--- src/rtl/mem_responder_if.sv ---
// +--------------------------------------------------------------------+
// | mem_responder_if : four-phase request/response bus to mem_responder |
// | rev 1.0                                                             |
// +--------------------------------------------------------------------+
`default_nettype none

interface mem_responder_if #(
  parameter int ADDR_W = 10,
  parameter int DATA_W = 64
);
  logic [1:0]        func;
  logic              execute;
  logic [ADDR_W-1:0] address;
  logic [DATA_W-1:0] write_data;
  logic [DATA_W-1:0] read_data;
  logic              is_ready;

  modport master (
    output func, execute, address, write_data,
    input  read_data, is_ready
  );

  modport slave (
    input  func, execute, address, write_data,
    output read_data, is_ready
  );
endinterface

`default_nettype wire

--- src/rtl/mem_responder.sv ---
// +--------------------------------------------------------------------+
// | mem_responder : serves READ/WRITE/ALLOC requests from a sync SRAM   |
// | rev 1.0                                                             |
// +--------------------------------------------------------------------+
`default_nettype none

module mem_responder #(
  parameter int ADDR_W    = 10,
  parameter int DATA_W    = 64,
  parameter int RD_LAT    = 1,
  parameter int FREE_BASE = 128,
  parameter int INIT_CYC  = 4
) (
  input  wire logic              clk,
  input  wire logic              rst_n,
  mem_responder_if.slave         bus,
  output logic [ADDR_W-1:0]      free_addr_o,
  output logic                   full_o,
  output logic                   error_o,
  output logic [3:0]             state_o,
  output logic [ADDR_W-1:0]      sram_addr_o,
  output logic [DATA_W-1:0]      sram_wdata_o,
  output logic                   sram_we_o,
  input  wire logic [DATA_W-1:0] sram_rdata_i
);
  typedef enum logic [3:0] {
    S_INIT    = 4'd0,
    S_IDLE    = 4'd1,
    S_RD_WAIT = 4'd2,
    S_WR      = 4'd3,
    S_DONE    = 4'd4
  } state_e;

  localparam logic [1:0] F_READ  = 2'b00;
  localparam logic [1:0] F_WRITE = 2'b01;
  localparam logic [1:0] F_ALLOC = 2'b10;
  localparam int         CNT_W   = 8;
  localparam logic [ADDR_W-1:0] FREE_RST = ADDR_W'(FREE_BASE);

  state_e            state_q, state_d;
  logic [CNT_W-1:0]  cnt_q, cnt_d;
  logic              alloc_q, alloc_d;
  logic [DATA_W-1:0] rdata_q, rdata_d;
  logic              ready_q, ready_d;
  logic [ADDR_W-1:0] free_q, free_d;
  logic              full_q, full_d;
  logic              err_q, err_d;
  logic [ADDR_W-1:0] saddr_q, saddr_d;
  logic [DATA_W-1:0] swdata_q, swdata_d;
  logic              swe_q, swe_d;

  always_ff @(posedge clk or negedge rst_n) begin
    if (!rst_n) begin
      state_q  <= S_INIT;
      cnt_q    <= '0;
      alloc_q  <= 1'b0;
      rdata_q  <= '0;
      ready_q  <= 1'b0;
      free_q   <= FREE_RST;
      full_q   <= 1'b0;
      err_q    <= 1'b0;
      saddr_q  <= '0;
      swdata_q <= '0;
      swe_q    <= 1'b0;
    end else begin
      state_q  <= state_d;
      cnt_q    <= cnt_d;
      alloc_q  <= alloc_d;
      rdata_q  <= rdata_d;
      ready_q  <= ready_d;
      free_q   <= free_d;
      full_q   <= full_d;
      err_q    <= err_d;
      saddr_q  <= saddr_d;
      swdata_q <= swdata_d;
      swe_q    <= swe_d;
    end
  end

  always_comb begin
    state_d  = state_q;
    cnt_d    = cnt_q;
    alloc_d  = alloc_q;
    rdata_d  = rdata_q;
    ready_d  = ready_q;
    free_d   = free_q;
    full_d   = full_q;
    err_d    = err_q;
    saddr_d  = saddr_q;
    swdata_d = swdata_q;
    swe_d    = 1'b0;

    case (state_q)
      S_INIT: begin
        if (cnt_q == CNT_W'(INIT_CYC - 1)) begin
          state_d = S_IDLE;
          ready_d = 1'b1;
          cnt_d   = '0;
        end else begin
          cnt_d = cnt_q + 1'b1;
        end
      end
      S_IDLE: begin
        ready_d = 1'b1;
        if (bus.execute) begin
          ready_d = 1'b0;
          cnt_d   = '0;
          alloc_d = (bus.func == F_ALLOC);
          case (bus.func)
            F_READ: begin
              saddr_d = bus.address;
              state_d = S_RD_WAIT;
            end
            F_WRITE: begin
              saddr_d  = bus.address;
              swdata_d = bus.write_data;
              swe_d    = 1'b1;
              state_d  = S_WR;
            end
            F_ALLOC: begin
              if (full_q) begin
                err_d   = 1'b1;
                state_d = S_DONE;
              end else begin
                saddr_d  = free_q;
                swdata_d = bus.write_data;
                swe_d    = 1'b1;
                state_d  = S_WR;
              end
            end
            default: begin
              err_d   = 1'b1;
              state_d = S_DONE;
            end
          endcase
        end
      end
      // Address was registered on accept, so the SRAM word is stable one cycle after RD_LAT.
      S_RD_WAIT: begin
        if (cnt_q == CNT_W'(RD_LAT)) begin
          rdata_d = sram_rdata_i;
          ready_d = 1'b1;
          state_d = S_DONE;
        end else begin
          cnt_d = cnt_q + 1'b1;
        end
      end
      S_WR: begin
        if (alloc_q) begin
          rdata_d = DATA_W'(free_q);
          if (free_q == '1) begin
            full_d = 1'b1;
          end else begin
            free_d = free_q + 1'b1;
          end
        end
        ready_d = 1'b1;
        state_d = S_DONE;
      end
      S_DONE: begin
        ready_d = 1'b1;
        if (!bus.execute) begin
          state_d = S_IDLE;
        end
      end
      default: begin
        state_d = S_IDLE;
        ready_d = 1'b1;
      end
    endcase
  end

  assign bus.read_data = rdata_q;
  assign bus.is_ready  = ready_q;
  assign free_addr_o   = free_q;
  assign full_o        = full_q;
  assign error_o       = err_q;
  assign state_o       = state_q;
  assign sram_addr_o   = saddr_q;
  assign sram_wdata_o  = swdata_q;
  assign sram_we_o     = swe_q;
endmodule

`default_nettype wire

--- src/flat_wrapper.sv ---
// flat-port wrapper written by rule: the top's interface ports become plain ports
module mem_responder_flat 
#(
  parameter int ADDR_W    = 10,
  parameter int DATA_W    = 64,
  parameter int RD_LAT    = 1,
  parameter int FREE_BASE = 128,
  parameter int INIT_CYC  = 4
)
  (clk, rst_n, free_addr_o, full_o, error_o, state_o, sram_addr_o, sram_wdata_o, sram_we_o, sram_rdata_i, bus_func, bus_execute, bus_address, bus_write_data, bus_read_data, bus_is_ready);
  mem_responder_if #(.ADDR_W(ADDR_W), .DATA_W(DATA_W)) bus_i ();
  input  wire logic clk;
  input  wire logic rst_n;
  output logic [ADDR_W-1:0] free_addr_o;
  output logic full_o;
  output logic error_o;
  output logic [3:0] state_o;
  output logic [ADDR_W-1:0] sram_addr_o;
  output logic [DATA_W-1:0] sram_wdata_o;
  output logic sram_we_o;
  input  wire logic [DATA_W-1:0] sram_rdata_i;
  input wire logic [$bits(bus_i.func)-1:0] bus_func;
  input wire logic [$bits(bus_i.execute)-1:0] bus_execute;
  input wire logic [$bits(bus_i.address)-1:0] bus_address;
  input wire logic [$bits(bus_i.write_data)-1:0] bus_write_data;
  output wire logic [$bits(bus_i.read_data)-1:0] bus_read_data;
  output wire logic [$bits(bus_i.is_ready)-1:0] bus_is_ready;
  assign bus_i.func = bus_func;
  assign bus_i.execute = bus_execute;
  assign bus_i.address = bus_address;
  assign bus_i.write_data = bus_write_data;
  assign bus_read_data = bus_i.read_data;
  assign bus_is_ready = bus_i.is_ready;
  mem_responder #(.ADDR_W(ADDR_W), .DATA_W(DATA_W), .RD_LAT(RD_LAT), .FREE_BASE(FREE_BASE), .INIT_CYC(INIT_CYC)) u_core (.clk(clk), .rst_n(rst_n), .bus(bus_i), .free_addr_o(free_addr_o), .full_o(full_o), .error_o(error_o), .state_o(state_o), .sram_addr_o(sram_addr_o), .sram_wdata_o(sram_wdata_o), .sram_we_o(sram_we_o), .sram_rdata_i(sram_rdata_i));
endmodule
--- config.mk ---
export PLATFORM = sky130hd
export DESIGN_NAME = mem_responder_flat
export DESIGN_NICKNAME = d
export VERILOG_FILES = /design/src/rtl/mem_responder_if.sv /design/src/rtl/mem_responder.sv /design/src/flat_wrapper.sv
export SDC_FILE = /design/constraint.sdc
export NUM_CORES = 1
export LEC_CHECK = 0
export ABC_CLOCK_PERIOD_IN_PS = 2900
export CAP_MARGIN = 20
export CORE_MARGIN = 1
export CORE_UTILIZATION = 42
export DETAILED_ROUTE_END_ITERATION = 8
export GPL_ROUTABILITY_DRIVEN = 0
export PLACE_DENSITY = 0.81
export SLEW_MARGIN = 10
export SYNTH_ARGS = -nofsm -noshare
export SYNTH_HDL_FRONTEND = slang
export SYNTH_SLANG_ARGS = --single-unit
--- constraint.sdc ---
create_clock -name clk -period 2.9 [get_ports clk]
set_input_delay 0.435 -clock clk [delete_from_list [all_inputs] [get_ports clk]]
set_output_delay 0.435 -clock clk [all_outputs]
set_load 0.005 [all_outputs]
==> After elaboration in Yosys (flattened, before gate mapping) <==
Index checks and enable logic that the tools add are counted.
{ "word_totals": {"memories": 0, "input_bits": 143, "out_inout_bits": 156, "reg_bits": 165, "latchBits": 0, "rom_bits": 0, "mem_bits_rw": 0} }
{ "op_classes": {"n_addsub": 2, "n_div": 0, "bitwise_logic": 2, "mul": 0, "n_mux": 28, "n_shift": 0, "n_reduce_logical": 17, "order_cmp": 0, "n_eq_ne": 17} }
{ "ops": {"columns": ["operator", "n"], "rows": [
  ["$pmux 64 s2", 2],
  ["$mux 64", 3],
  ["$mux 8", 3],
  ["$pmux 8 s3", 1],
  ["$pmux 10 s2", 1],
  ["$pmux 4 s5", 1],
  ["$mux 4", 4],
  ["$reduce_and 4->1", 4],
  ["$pmux 4 s3", 1],
  ["$reduce_and 3->1", 4],
  ["$add 10x1->10 const B", 1],
  ["$eq 10x10->1 const B", 1],
  ["$mux 10", 1],
  ["$add 8x1->8 const B", 1],
  ["$eq 4x2->1 const B", 2],
  ["$eq 8x1->1 const B", 1],
  ["$eq 8x2->1 const B", 1],
  ["$ne 2x1->1 const B", 4],
  ["$ne 2x2->1 const B", 4],
  ["$mux 1", 7],
  ["$reduce_bool 2->1", 3],
  ["$eq 4x1->1 const B", 1],
  ["$eq 4x3->1 const B", 1],
  ["$logic_not 4->1", 1],
  ["10 further kinds", 13]
]} }

==> Depth between registers and ports, before layout <==
{ "depth": {"ltp_word": 4, "ltp_mapped": 8, "depth_no_buf": 6} }

==> Worst setup path before layout <==
Ideal clock, no wire load.
{ "synth_timing": {"kind": "flip-flop to flip-flop", "startpoint": "register u_core.cnt_q[3]", "endpoint": "register u_core.rdata_q[4] (netlist: u_core.bus.read_data[4])", "setup_slack_ps": 681, "period_less_slack_ps": 2219, "arrival_time_ps": 2091, "path_stages_with_launch": 6, "path_buffers": 1, "path_cell_list": "dfrtp_1 > or4_1 > nor4_4 > nor2_2 > buf_2 > mux2_1"} }
{ "synth_between": {"elab_chain_cells": 3} }
{ "synth_lines": {"columns": ["element", "line", "rtl"], "rows": [
  ["start: declaration", "mem_responder.sv:41", "logic [CNT_W-1:0] cnt_q, cnt_d;"],
  ["start signal: assignment", "mem_responder.sv:67", "cnt_q <= cnt_d;"],
  ["$eq 8x1->1", "mem_responder.sv:140", "if (cnt_q == CNT_W'(RD_LAT)) begin"],
  ["$ne 2x1->1 (no source line)", null, null],
  ["$reduce_and 3->1 (no source line)", null, null],
  ["end signal: assignment", "mem_responder.sv:69", "rdata_q <= rdata_d;"],
  ["end: declaration", "mem_responder.sv:43", "logic [DATA_W-1:0] rdata_q, rdata_d;"]
]} }
No other way between the ends.
A chain may end at the register's enable or synchronous reset.

==> Worst setup path after layout <==
{ "layout_timing": {"startpoint": "register u_core.state_q[2] (netlist: u_core.state_o[2])", "endpoint": "register u_core.rdata_q[29] (netlist: u_core.bus.read_data[29])"} }
{ "layout_between": {"elab_chain_cells": 3} }
{ "layout_lines": {"columns": ["element", "line", "rtl"], "rows": [
  ["start: declaration", "mem_responder.sv:40", "state_e state_q, state_d;"],
  ["start signal: assignment", "mem_responder.sv:66", "state_q <= state_d;"],
  ["$eq 4x2->1", "mem_responder.sv:93", "case (state_q)"],
  ["$ne 2x1->1 (no source line) or $reduce_bool 2->1 (tied branches)", null, null],
  ["$reduce_and 3->1 (no source line)", null, null]
]} }
Parallel ways exist; a longest one is shown, timed or not.

==> flow_results.org <==
** Global routing
- GRT Overall Usage :: 0.244
- The initial antenna violation count is 0.
- The via count of the first global-routing pass came to 5639.
- The total overflow left after global routing is 0.
- Maximum number of pins on one net before global-route repair :: 69
- The first global-routing pass estimated approximately 30000 um of wire.

** Synthesis
- The complex-gate fraction of the synthesized area came to 0.108.
- In the synthesized netlist the dominant register cell turns out to be sky130_fd_sc_hd__dfrtp_1.
- Largest family of logic cells by synthesized area :: multiplexers
- Of all flip-flops after synthesis, the portion carrying an async set or reset was 1.00.
- Synthesis inferred approximately 160 register bits.
- Adder-Cell Fraction of Synth Area :: 0.0131
- The share of the Yosys chip area taken by registers is 0.614.
- The portion of synthesized area spent on multiplexers is 0.180.
- After synthesis, the mean cell area works out to between 10 and 15 sq um.
- In the synthesized netlist, the number of instances is between 400 and 500.
- Synthesis produced a netlist with a net count of roughly 620.
- After synthesis, the netlist uses 50 different library cells.
- Post-synthesis xor/xnor area fraction :: 0.0131
- Counting flops with a built-in enable in the synthesized netlist gives 0.
- During synthesis, Yosys emitted a total of 0 warnings.
- Area share of and/or/nand/nor cells after synthesis :: 0.0496
- The cell area that synthesis handed to floorplanning was 6690 sq um.

** Critical path
- Crit-path leading delay family :: simple AND/OR/NAND/NOR gates
- Startpoint of the most critical register-to-register path :: u_core.state_o[2]$_DFFE_PN0P_
- Worst flop-to-flop path endpoint :: u_core.bus.read_data[29]$_DFFE_PN0P_
- WP depth :: 4
- Cell depth of the worst flop-to-flop path :: 4
- Category of the most critical setup path :: reg -> reg
- The setup check on the worst reg-to-reg path leaves a slack of between 0.4 and 0.5 ns.
- Required @ worst endpoint :: 3.24 ns
- The signal on the critical path passes through and4b_1 -> nor2_4 -> buf_4 -> a22o_1.
- The largest single stage delay on the critical path is 0.74 ns.
- Slowest-stage cell, CP :: sky130_fd_sc_hd__nor2_4
- Element type at the critical path end :: register
- Data on the critical path arrives at its endpoint at about 2.8 ns.
- Maximum fanout encountered on the critical timing path :: 36
- STA classifies the critical path startpoint as a register.
- Sum of buffers and inverters on the critical path :: 1

** Timing
- At the pin with the least slew margin, the transition time is ~0.91 ns.
- The final-report hold violation count came to 0.
- Slack of the critical path :: ~0.49 ns
- Measured against its own limit, the worst slew margin works out to 0.392.
- The worst path needs about 2.4 ns of the cycle, external delays included.
- Dividing the final minimum period by the clock period gives 0.830.
- After routing, the total negative slack on setup checks comes to 0 ns.
- Setup repair after global routing left no endpoint under its margin.
- Maximum clock frequency :: around 420 MHz
- Skew final :: ~0.0084 ns
- The number of max-slew violations in the final report was 0.
- Setup violations remaining at the end of the flow were counted as 0.

** Clocking
- The clock tree synthesis step divided the H-tree into 4 levels.
- The clock reaches the later pin of the worst-skew pair after approximately 0.42 ns.
- No sink is reached through more buffers than the 2 on the longest clock path.
- The cell sitting at the root of the clock tree is a sky130_fd_sc_hd__clkbuf_16.
- Gates resized during post-CTS repair numbered 0.
- TritonCTS Sinks :: 164
- TritonCTS built the clock tree.
- Total CTS buffers :: 17
- After clock tree synthesis, the clock-pin slew on the worst setup and hold paths is 0.07 ns.

** Routing
- Routed via count :: between 5000 and 6000
- Number of vias per cell after detailed routing :: approximately 5.2
- After detailed routing, the number of remaining DRC violations is 0.
- Initial detailed-routing violation count :: 223
- Number of nets with antenna violations after routing :: 0
- Final WL :: a little under 20000 um
- The first detailed-routing pass ran for 4 iterations.
- In the final routed layout, each cell accounts on average for 19.6 um.

** Floorplanning
- The core region is approximately 15000 sq um.
- The die is 128 um wide.
- Die boundary height :: around 130 um
- During I/O placement, the number of pins put on the boundary was 299.
- Initial standard-cell utilization of the core :: 0.435
- Die area :: between 15000 and 20000 sq um
- Site row count :: 45

** Placement
- During placement, the flow inserted port buffers numbering 297.
- Total half-perimeter wirelength after legalization and detailed placement :: about 14000 um
- Setup slack after placement :: 0.367 ns
- Cells after DPL :: between 900 and 1000

** Cells and area
- Share of cells above drive strength 1 :: 0.199
- Antenna diode instance count :: 0
- Post-route insts no fill :: around 990
- For this run, the post-layout net count is slightly above 900.
- Area overhead of the layout relative to synthesis :: 57.3%

** Power
- After layout, the design draws a total of roughly 4.8 mW.
- Worst IR Drop VDD :: about 400 uV
- In this run the power density over the cells is approximately 460 nW/um^2.
- The analysis attributes to cell leakage a power of approximately 4.8 nW.

** Worst hold path
- Path type of the worst min-delay path :: reg -> reg
- The startpoint identified for the worst hold timing path is u_core.bus.read_data[5]$_DFFE_PN0P_.
- The worst hold path terminates at u_core.bus.read_data[5]$_DFFE_PN0P_.
- Depth of the worst hold-timing path :: 1

** Flow run
- Max_cap viols :: 0

** Run status
- The flow ran to the end, and the final reports show no timing, DRC or antenna violations.
[placed cells by master, fill, tap and decap left out, types with 4 or more instances in the layout]
cell / instances
sky130_fd_sc_hd__a21oi_1: 4
sky130_fd_sc_hd__a22o_1: 54
sky130_fd_sc_hd__buf_4: 9
sky130_fd_sc_hd__clkbuf_16: 17
sky130_fd_sc_hd__clkdlybuf4s50_1: 296
sky130_fd_sc_hd__clkinvlp_4: 6
sky130_fd_sc_hd__dfrtp_1: 163
sky130_fd_sc_hd__ha_1: 7
sky130_fd_sc_hd__inv_1: 8
sky130_fd_sc_hd__inv_6: 4
sky130_fd_sc_hd__mux2_1: 6
sky130_fd_sc_hd__mux2_2: 100
sky130_fd_sc_hd__nand2_1: 6
sky130_fd_sc_hd__nand3_1: 7
sky130_fd_sc_hd__nand4_1: 4
sky130_fd_sc_hd__nor2_1: 10
sky130_fd_sc_hd__nor3_1: 6
sky130_fd_sc_hd__o21ai_0: 4
sky130_fd_sc_hd__xor2_1: 7
[cell usage after synthesis (4+ instances only)]
master	n	area, sq um
sky130_fd_sc_hd__nand4_1	4	25.0
sky130_fd_sc_hd__mux2_1	6	67.6
sky130_fd_sc_hd__ha_1	7	87.6
sky130_fd_sc_hd__nand3_1	7	35.0
sky130_fd_sc_hd__a21oi_1	4	20.0
sky130_fd_sc_hd__nand2_1	6	22.5
sky130_fd_sc_hd__buf_2	7	35.0
sky130_fd_sc_hd__clkbuf_1	20	75.1
sky130_fd_sc_hd__xor2_1	7	61.3
sky130_fd_sc_hd__inv_1	8	30.0
sky130_fd_sc_hd__mux2_2	100	1130
sky130_fd_sc_hd__nor3_1	6	30.0
sky130_fd_sc_hd__o21ai_0	4	20.0
sky130_fd_sc_hd__a22o_1	54	473
sky130_fd_sc_hd__dfrtp_1	163	4080
sky130_fd_sc_hd__nor2_1	10	37.5
[repair_timing]
action / CTS / global route
buffers inserted: 0 / 0
hold endpoints to repair: 3 / 0
hold buffers: 1 / 0
[sequential cells by signal, summed over array words and instances (netlist names)]
name and cells:
u_core.sram_wdata_o 64, u_core.error_o 1, u_core.full_o 1, u_core.bus.is_ready 1
u_core.alloc_q 1, u_core.sram_we_o 1, u_core.state_o 3, u_core.bus.read_data 64
u_core.free_addr_o 10, u_core.sram_addr_o 10, u_core.cnt_q 8
[stage by stage]
stage / utilization / cell area (sq um) / hold WS, ns
CTS: 0.685 / 10500 / 0.494
floorplan: - / 6690 / 0.139
detailed placement: 0.646 / 9930 / 0.448
global route: 0.685 / 10500 / 0.511
global placement: 0.646 / 9930 / 0.444
finish: 0.685 / 10500 / 0.487
[worst max-delay path by stage]
stage                                  start                                   end
2_1_floorplan    u_core.cnt_q[3]$_DFFE_PN0P_   u_core.bus.read_data[4]$_DFFE_PN0P_
3_3_place_gp                     bus_func[0]   u_core.sram_wdata_o[12]$_DFFE_PN0P_
3_5_place_dp                     bus_func[0]   u_core.sram_wdata_o[56]$_DFFE_PN0P_
4_1_cts        u_core.state_o[2]$_DFFE_PN0P_  u_core.bus.read_data[29]$_DFFE_PN0P_
5_1_grt          u_core.cnt_q[0]$_DFFE_PN0P_  u_core.bus.read_data[29]$_DFFE_PN0P_
6_report       u_core.state_o[2]$_DFFE_PN0P_  u_core.bus.read_data[29]$_DFFE_PN0P_
[final cells by class]
type / instances / area (sq um)
clock inverters: 13 / 149
multi-input cells: 268 / 2440
clock buffers: 18 / 439
flip-flops and latches: 164 / 4110
repair buffers: 309 / 3090
fillers: 1084 / 4850
inverters: 8 / 30.0
well taps: 211 / 264
[per-layer routing]
layer,part of all wire,GRT usage,up-vias
met2,0.52,0.431,222
met5,0,0,-
met3,0.079,0.0843,21
met4,0.015,0.0747,0
met1,0.39,0.276,2575
li1,-,-,2321
[where the power goes]
| group | switching, mW | leakage, nW | internal (mW) | total (mW) |
|---|---|---|---|---|
| Sequential | 0 | 2.26 | 2.29 | 2.29 |
| Clock | 0.935 | 0.268 | 1.30 | 2.23 |
| Combinational | 0.0888 | 2.24 | 0.191 | 0.280 |
| Total | 1.02 | 4.77 | 3.78 | 4.80 |
[kinds of logic after synthesis]
| kind of cell | Yosys count |
|---|---|
| AO/OA/AOI/OAI | 88 |
| buffers and inverters | 36 |
| flip-flops | 164 |
| other | 1 |
| AND/OR/NAND/NOR | 55 |
| multiplexers | 107 |
| adder cells (fa/ha/maj) | 7 |
| XOR/XNOR | 10 |
(Power assumes the default switching activity.)
